File: src/rtl/branch_fetch_ctl.sv
// branch_fetch_ctl
//   Front-end fetch sequencer with an integrated branch unit. Owns the fetch
//   PC and presents SLOTS-aligned group addresses to instruction memory. It
//   tracks in-flight groups through a MEM_LAT-deep tag pipeline, decodes B
//   instructions (opcode 3'b001) in the returned group, and redirects on a
//   taken branch or an external redirect. Wrong-path slots are squashed with
//   per-slot valid masks.
//
// Ports
//   clk, rst         : clock, synchronous active-high reset
//   fetch_en         : advance enable; 0 freezes all state
//   ir_in            : returned group, slot k = ir_in[16k+15:16k]
//   redirect_in      : external redirect request (held until fetch_en)
//   redirect_pc_in   : external redirect target, any alignment
//   pc_out           : aligned fetch address presented to memory
//   group_pc_out     : address of the group currently on ir_in
//   slot_valid_out   : per-slot issue valid for the current group
//   br_taken_out     : a B instruction is taken in the current group
//   br_slot_out      : slot index of the taken B
//   br_target_out    : unaligned branch target (0 when nothing is taken)
module branch_fetch_ctl #(
  parameter int PC_W     = 9,
  parameter int IMM_W    = 8,
  parameter int SLOTS    = 2,
  parameter int MEM_LAT  = 1,
  parameter int RESET_PC = 0
) (
  input  logic                 clk,
  input  logic                 rst,
  input  logic                 fetch_en,
  input  logic [16*SLOTS-1:0]  ir_in,
  input  logic                 redirect_in,
  input  logic [PC_W-1:0]      redirect_pc_in,
  output logic [PC_W-1:0]      pc_out,
  output logic [PC_W-1:0]      group_pc_out,
  output logic [SLOTS-1:0]     slot_valid_out,
  output logic                 br_taken_out,
  output logic [1:0]           br_slot_out,
  output logic [PC_W-1:0]      br_target_out
);

  localparam int OFF_W = $clog2(SLOTS);
  localparam int HEAD  = MEM_LAT - 1;

  // Fetch PC and the entry offset of the group being fetched right now
  // (non-zero only for the first group after a redirect to an odd target).
  logic [PC_W-1:0]  pc_q, pc_d;
  logic [OFF_W-1:0] cur_off_q, cur_off_d;

  // Tag pipeline: entry 0 is the youngest, entry HEAD describes ir_in.
  logic             vld_q  [MEM_LAT];
  logic             vld_d  [MEM_LAT];
  logic [PC_W-1:0]  addr_q [MEM_LAT];
  logic [PC_W-1:0]  addr_d [MEM_LAT];
  logic [OFF_W-1:0] off_q  [MEM_LAT];
  logic [OFF_W-1:0] off_d  [MEM_LAT];

  logic             head_vld;
  logic [PC_W-1:0]  head_addr;
  logic [OFF_W-1:0] head_off;

  logic [SLOTS-1:0] base_vld;
  logic [SLOTS-1:0] is_br;
  logic [PC_W-1:0]  slot_tgt [SLOTS];

  logic             br_taken;
  logic [1:0]       br_slot;
  logic [PC_W-1:0]  br_tgt;
  logic [SLOTS-1:0] slot_vld;

  logic             take_redir;
  logic [PC_W-1:0]  redir_tgt;

  assign head_vld  = vld_q[HEAD];
  assign head_addr = addr_q[HEAD];
  assign head_off  = off_q[HEAD];

  // Per-slot decode: base validity, branch detect and target adder.
  for (genvar gi = 0; gi < SLOTS; gi++) begin : g_slot
    localparam logic [PC_W-1:0]  NEXT_OFF = PC_W'(gi + 1);
    localparam logic [OFF_W-1:0] SLOT_IDX = OFF_W'(gi);

    logic [15:0]     ir_k;
    logic [PC_W-1:0] imm_ext;

    assign ir_k = ir_in[16*gi +: 16];

    if (IMM_W < PC_W) begin : g_sext
      assign imm_ext = {{(PC_W-IMM_W){ir_k[IMM_W-1]}}, ir_k[IMM_W-1:0]};
    end else begin : g_noext
      assign imm_ext = ir_k[PC_W-1:0];
    end

    // Operand bits between the offset field and the opcode are not decoded.
    if (IMM_W < 13) begin : g_gap
      logic unused_ir_bits;
      assign unused_ir_bits = ^ir_k[12:IMM_W];
    end

    assign base_vld[gi] = head_vld && (SLOT_IDX >= head_off);
    assign is_br[gi]    = base_vld[gi] && (ir_k[15:13] == 3'b001);
    assign slot_tgt[gi] = head_addr + NEXT_OFF + imm_ext;
  end

  // Lowest-index branch wins; everything after it in the group is dropped.
  always_comb begin
    br_taken = 1'b0;
    br_slot  = '0;
    br_tgt   = '0;
    for (int i = SLOTS - 1; i >= 0; i--) begin
      if (is_br[i]) begin
        br_taken = 1'b1;
        br_slot  = 2'(i);
        br_tgt   = slot_tgt[i];
      end
    end
    slot_vld = base_vld;
    for (int i = 0; i < SLOTS; i++) begin
      if (br_taken && (2'(i) > br_slot)) begin
        slot_vld[i] = 1'b0;
      end
    end
  end

  // Next-state: the external redirect outranks a taken branch for the PC.
  // On any redirect, every in-flight group (including the one fetched at
  // this edge) is marked invalid; the target is fetched on the next edge
  // carrying its low bits as entry offset.
  always_comb begin
    pc_d      = pc_q;
    cur_off_d = cur_off_q;
    for (int i = 0; i < MEM_LAT; i++) begin
      vld_d[i]  = vld_q[i];
      addr_d[i] = addr_q[i];
      off_d[i]  = off_q[i];
    end

    take_redir = redirect_in || br_taken;
    redir_tgt  = redirect_in ? redirect_pc_in : br_tgt;

    if (fetch_en) begin
      for (int i = MEM_LAT - 1; i > 0; i--) begin
        vld_d[i]  = vld_q[i-1] && !take_redir;
        addr_d[i] = addr_q[i-1];
        off_d[i]  = off_q[i-1];
      end
      vld_d[0]  = !take_redir;
      addr_d[0] = pc_q;
      off_d[0]  = cur_off_q;

      if (take_redir) begin
        pc_d      = {redir_tgt[PC_W-1:OFF_W], {OFF_W{1'b0}}};
        cur_off_d = redir_tgt[OFF_W-1:0];
      end else begin
        pc_d      = pc_q + PC_W'(SLOTS);
        cur_off_d = '0;
      end
    end
  end

  always_ff @(posedge clk) begin
    if (rst) begin
      pc_q      <= PC_W'(RESET_PC);
      cur_off_q <= '0;
      for (int i = 0; i < MEM_LAT; i++) begin
        vld_q[i]  <= 1'b0;
        addr_q[i] <= '0;
        off_q[i]  <= '0;
      end
    end else begin
      pc_q      <= pc_d;
      cur_off_q <= cur_off_d;
      for (int i = 0; i < MEM_LAT; i++) begin
        vld_q[i]  <= vld_d[i];
        addr_q[i] <= addr_d[i];
        off_q[i]  <= off_d[i];
      end
    end
  end

  assign pc_out         = pc_q;
  assign group_pc_out   = head_addr;
  assign slot_valid_out = slot_vld;
  assign br_taken_out   = br_taken;
  assign br_slot_out    = br_slot;
  assign br_target_out  = br_tgt;

endmodule

File: config.mk
export PLATFORM = sky130hd
export DESIGN_NAME = branch_fetch_ctl
export DESIGN_NICKNAME = d
export VERILOG_FILES = /design/src/rtl/branch_fetch_ctl.sv
export SDC_FILE = /design/constraint.sdc
export NUM_CORES = 1
export LEC_CHECK = 0
export BUFFER_PORTS_ARGS = -buffer_cell sky130_fd_sc_hd__buf_4
export CAP_MARGIN = 10
export CORE_MARGIN = 2
export CORE_UTILIZATION = 30
export CTS_BUF_LIST = sky130_fd_sc_hd__clkbuf_16
export DETAILED_ROUTE_END_ITERATION = 6
export PLACE_DENSITY = 0.52
export SETUP_SLACK_MARGIN = 0.4
export SYNTH_ARGS = -nofsm -noshare
export SYNTH_HDL_FRONTEND = slang
export SYNTH_SLANG_ARGS = --single-unit
File: constraint.sdc
create_clock -name clk -period 2.5 [get_ports clk]
set_clock_uncertainty 0.2 [all_clocks]
set_input_delay 0.25 -clock clk [delete_from_list [all_inputs] [get_ports clk]]
set_output_delay 0.25 -clock clk [all_outputs]
set_load 0.005 [all_outputs]
; ---- Word level (Yosys, flattened, before mapping)
; Memories as Yosys holds them, arrays and structs flattened.
; Index checks and enable logic that the tools add are counted.
[word_totals]
reg_bits = 10
mem_bits_rw = 11
input_bits = 45
out_inout_bits = 32
elab_cells = 50
n_memories = 3
[mem_list]
columns = memory, words, width, read_ports, rd_clocked_by_memory_dff, write_ports, line_no
row1 = addr_q, 1, 9, 1, 0, 1, 53  ; logic [PC_W-1:0] addr_q [MEM_LAT];
row2 = off_q, 1, 1, 1, 0, 1, 55  ; logic [OFF_W-1:0] off_q [MEM_LAT];
row3 = vld_q, 1, 1, 1, 0, 1, 51  ; logic vld_q [MEM_LAT];
[classes]
addsub = 5
order_cmp = 4
n_eq_ne = 2
mux = 23
n_reduce_logical = 11
[op_table]
columns = op, count
row1 = two-way mux 9 bit, 6
row2 = "adder 9 x 2 -> 9 bit, second input constant", 2
row3 = adder 9 bit, 2
row4 = two-way mux 1 bit, 16
row5 = "adder 9 x 1 -> 9 bit, second input constant", 1
row6 = OR reduction 9 bit, 1
row7 = "equality test 3 x 1 -> 1 bit, second input constant", 2
row8 = logical AND 1 bit, 6
row9 = "> comparator 1 x 2 -> 1 bit, first input constant", 2
row10 = "greater-or-equal comparator 1 bit, first input constant", 2
row11 = two-way mux 2 bit, 1
row12 = OR reduction 1 bit, 2
row13 = logical NOT 1 bit, 1
row14 = logical OR 1 bit, 1

; ---- Logic depth before layout (Yosys ltp)
; An unclocked memory read counts as a cell.
[depth]
word_depth = 10
depth_mapped = 11

; ---- Worst setup path after synthesis
; Ideal clock, no wire load.
[synth_timing]
path_kind = register -> output
start = mem addr_q[0][2]
end = out br_target_out[7]
arrival_time_ps = 1970
setup_slack_ps = 80
stages_incl_launch_ff = 8
path_buffers = 0
cell_sequence = dfxtp_1 ha_1 fa_1 a211oi_1 o21bai_1 a21oi_1 mux2i_1 or2_2
[synth_via]
elab_chain_len = 5
word_cells_on_any_way = 7
cone_classes = add/sub: 4 / mux: 2 / memory: 1
[synth_rtl]
columns = item, line_no
row1 = start: declaration, 53
row2 = memory read (1 x 9 bit) (*), n/a
row3 = adder 9 x 2 -> 9 bit, 102  ; assign slot_tgt[gi] = head_addr + NEXT_OFF + imm_ext;
row4 = adder 9 bit, 102
row5 = two-way mux 9 bit, 111  ; if (is_br[i]) begin
row6 = two-way mux 9 bit (*), 111
row7 = end: declaration, 39  ; output logic [PC_W-1:0] br_target_out
; Mark *: on every way between the ends. The rest lies on a longest branch, timed or not.

; ---- Worst setup path after layout
[layout_timing]
start = mem addr_q[0][2]
end = reg pc_q[7], in the netlist pc_out[7]
[layout_via]
elab_chain_len = 7
word_cells_on_any_way = 9
cone_classes = add/sub: 4 / mux: 4 / memory: 1
[layout_rtl]
columns = item, line_no
row1 = memory read (1 x 9 bit) (*), n/a
row2 = adder 9 x 2 -> 9 bit, 102
row3 = adder 9 bit, 102
row4 = two-way mux 9 bit, 111
row5 = two-way mux 9 bit (*), 111
row6 = two-way mux 9 bit (*), 139  ; redir_tgt = redirect_in ? redirect_pc_in : br_tgt;
row7 = two-way mux 9 bit (*), 151  ; if (take_redir) begin
row8 = end signal: assignment, 163  ; pc_q <= PC_W'(RESET_PC);
row9 = end signal: assignment, 171  ; pc_q <= pc_d;
row10 = end: declaration, 47  ; logic [PC_W-1:0] pc_q, pc_d;
; Marked as above.
; A chain may end at the register's enable or synchronous reset.

==> results.cfg <==
[logic_synthesis]
synthXorXnorAreaFrac_pct = 6.684
synth_warnings = 0
synth.distinct_cells = 52
netlist_area_mm2 = 0.001909
ys.flop_type = dfxtp_1
muxShareOfSynthArea_pct = 5.242
synth_top_family_by_area = compound AO/OA/AOI/OAI gates
synth_compound_area_share_pct = 25.69
ys_seq_elements = 19
synthSimpleGateAreaFrac_pct = 20.71
synth_cells = 244
syn_area_per_cell_um2 = 7.825
yosys.area_share.adder_pct = 16.51
synth_edf_count = 0
ys_seq_area_share_pct = 19.92
async_flop_share_pct = 0

[drt]
firstDrtPassIters = 4
antenna_left = 0
num_vias = 2124
drc = 0
drt_iter0_markers = 59
routedWlPerCell_um = 15.71
via_per_inst = 5.270
wirelength_mm = 6.333

[power]
powerDensity_mw_per_mm2 = 348.0
finalPower_mw = 1.067
p_leak_nw = 1.380
vdd_drop_max_mv = 0.2780

[finish]
drive_gt1_share_pct = 45.09
syn_to_final_growth_pct = 60.55
antenna_cells = 0
layout_common_cells = 82 x buf_4, 22 x nor2_1, 17 x a21oi_1, 17 x nand2_1, 14 x ha_4
final_area_mm2 = 0.003065
nNetsFinal = 396
final_common_cell = buf_4
final_core_util_pct = 49.12

[global_route]
grt_max_degree = 26
grt_pass1_wl_mm = 9.832
track_usage_pct = 17.36
grt_pass1_vias = 1967
antenna_found_initial = 0
overflow = 0

[cts]
root_buffer = clkbuf_16
cts_max_level = 1
cts_tree = yes
clockBufferDepth = 2
insertion_delay_ns = 0.25
cts_buffers = 3
cts_sinks = 19
clk_pin_slew_ns = 0.05

[floorplanning]
dieArea_mm2 = 0.007018
core_mm2 = 0.006241
ios = 77
initial_core_util_pct = 30.59
die_y_um = 83.78
rows = 29
die_w_um = 83.78

[place]
globalplace.congestion = 0.7580
port_buffers = 63
hpwlAfterDp_mm = 4.708
place_area_mm2 = 0.002631

[timing]
hold_viol = 0
min_period_ns = 2.721
rsz0062_at_grt = true
setup_viol = 4
maxSlewViolCount = 0
finalWorstSetupSlack_ns = -0.2209
fmax_mhz = 367.5
period_share_pct = 108.8

[setup_path]
r2r-start = addr_q[0][2]$_SDFFE_PP0P_
cp.arrival_ns = 2.70
rr_endpoint = pc_out[7]$_SDFFE_PP0P_
start_kind = register
crit_slowest_cell = fa_2
crit_path_max_incr_delay_ns = 0.42
r2r_setup_slack_ns = -0.22
cpMostUsedCell = buf_6
worstSetupPathType = register to register
worst_setup_path_end_kind = register
rr_worst_depth = 13
worst-endpoint-required_ns = 2.48
worst-path-max-fanout = 3
crit_chain = ha_4 -> fa_2 -> a211oi_2 -> o21bai_1 -> a21oi_2 -> mux2i_2 -> buf_4 -> buf_6 -> buf_6 -> buf_6 -> buf_6 -> o21ai_2 -> a21oi_1

[outcome]
status = finished with violations
violations = setup timing

[hold_path]
worstHoldStart = redirect_pc_in[3]
hold_depth = 3
holdPathEnd = pc_out[3]$_SDFFE_PP0P_
worst_hold_path_type = input pin to register

[flow_run]
cap_violations = 0
-- worst max-delay path, delay by kind of cell (launching register included) --
kind,cells,cell delay (ns)
flops,1,0.36
buf+inv,5,0.49
compound gates,5,0.69
fa+ha+maj,2,0.66
mux,1,0.25
-- cell usage after synthesis (all sizes together) (2+ instances only) --
cell     instances  share of area [%]
a21o             5                2.0
buf              6                1.9
dfxtp           19                 20
nor2b            3                1.4
o211ai           2               0.79
o22ai            3               0.98
and3             4                1.3
inv              9                1.8
xnor2            6                2.8
mux2i           10                5.2
nand2b           2               0.66
nor3             4                1.0
xor2             6                2.8
nand3           12                3.4
clkbuf           7                1.4
o31a             2               0.92
nand2           19                3.7
nor2            23                4.5
a21oi           22                5.8
or3              5                1.7
a31oi            3               0.98
o2bb2ai          2               0.92
o21ai           16                4.2
fa               2                2.1
a211oi           6                2.6
ha              22                 14
o21bai           4                1.6
a22oi            3                1.2
-- flip-flops by register name (all words and copies together) (netlist names) --
name	count
addr_q	8
cur_off_q	1
pc_out	8
off_q	1
vld_q	1
-- power by group --
part           switching, mW  leakage (nW)  internal [mW]
Sequential            0.0216         0.159          0.317
Clock                  0.119        0.0423          0.213
Combinational          0.182          1.18          0.215
-- logic make-up after synthesis --
family                   count (synthesis)
multiplexers                            10
other                                    1
flip-flops                              19
XOR/XNOR                                13
AND/OR/NAND/NOR                         79
buffers and inverters                   22
adder cells (fa/ha/maj)                 24
AO/OA/AOI/OAI                           76
-- per-stage QoR --
stage | setup TNS (ns) | cells | hold slack [ns] | setup WS, ns
final | -0.4959 | 403 | 0.1058 | -0.2209
after global routing | -0.9035 | 403 | 0.1204 | -0.2910
after CTS | -0.3637 | 400 | 0.1019 | -0.1819
after detailed placement | 0 | 385 | 0.3052 | 0.03421
after global placement | 0 | 385 | 0.2838 | 0.008974
after floorplan | 0 | 247 | 0.2283 | 0.3068
-- worst max path at each step --
stage          slack (ns)  cells past startpoint                      to                      start
6_report            -0.22                     13  pc_out[7]$_SDFFE_PP0P_  addr_q[0][2]$_SDFFE_PP0P_
5_1_grt             -0.29                      8        br_target_out[7]  addr_q[0][2]$_SDFFE_PP0P_
4_1_cts             -0.18                      8        br_target_out[7]  addr_q[0][2]$_SDFFE_PP0P_
3_5_place_dp         0.03                     11        br_target_out[7]                  ir_in[17]
3_3_place_gp        0.009                     11        br_target_out[7]                  ir_in[17]
2_1_floorplan        0.31                      9        br_target_out[7]  addr_q[0][1]$_SDFFE_PP0P_
-- layer usage --
metal / vias to the layer above / share of wire (%) / GRT usage (%)
li1: 1052 / - / -
met1: 1015 / 44 / 21.93
met2: 51 / 51 / 30.62
met3: 6 / 4.0 / 2.967
met4: 0 / 0.96 / 4.252
met5: - / 0 / 0
-- final cells by class --
class | instances | area (um^2)
fillers | 630 | 3176
multi-input cells | 206 | 1778
repair buffers | 88 | 683.2
flip-flops and latches | 19 | 392.9
well taps | 77 | 96.34
clock buffers | 3 | 75.07
inverters | 9 | 36.28
clock inverters | 1 | 3.754
-- what timing repair did --
action | CTS | global route
hold buffers | 0 | 0
endpoints found under the setup margin | 12 | 14
resized for setup | 39 | 17
pin swaps | 21 | 17
buffers inserted | 11 | 3
hold endpoints to repair | 0 | 0
Note: power is estimated with default switching activity, not from simulation.
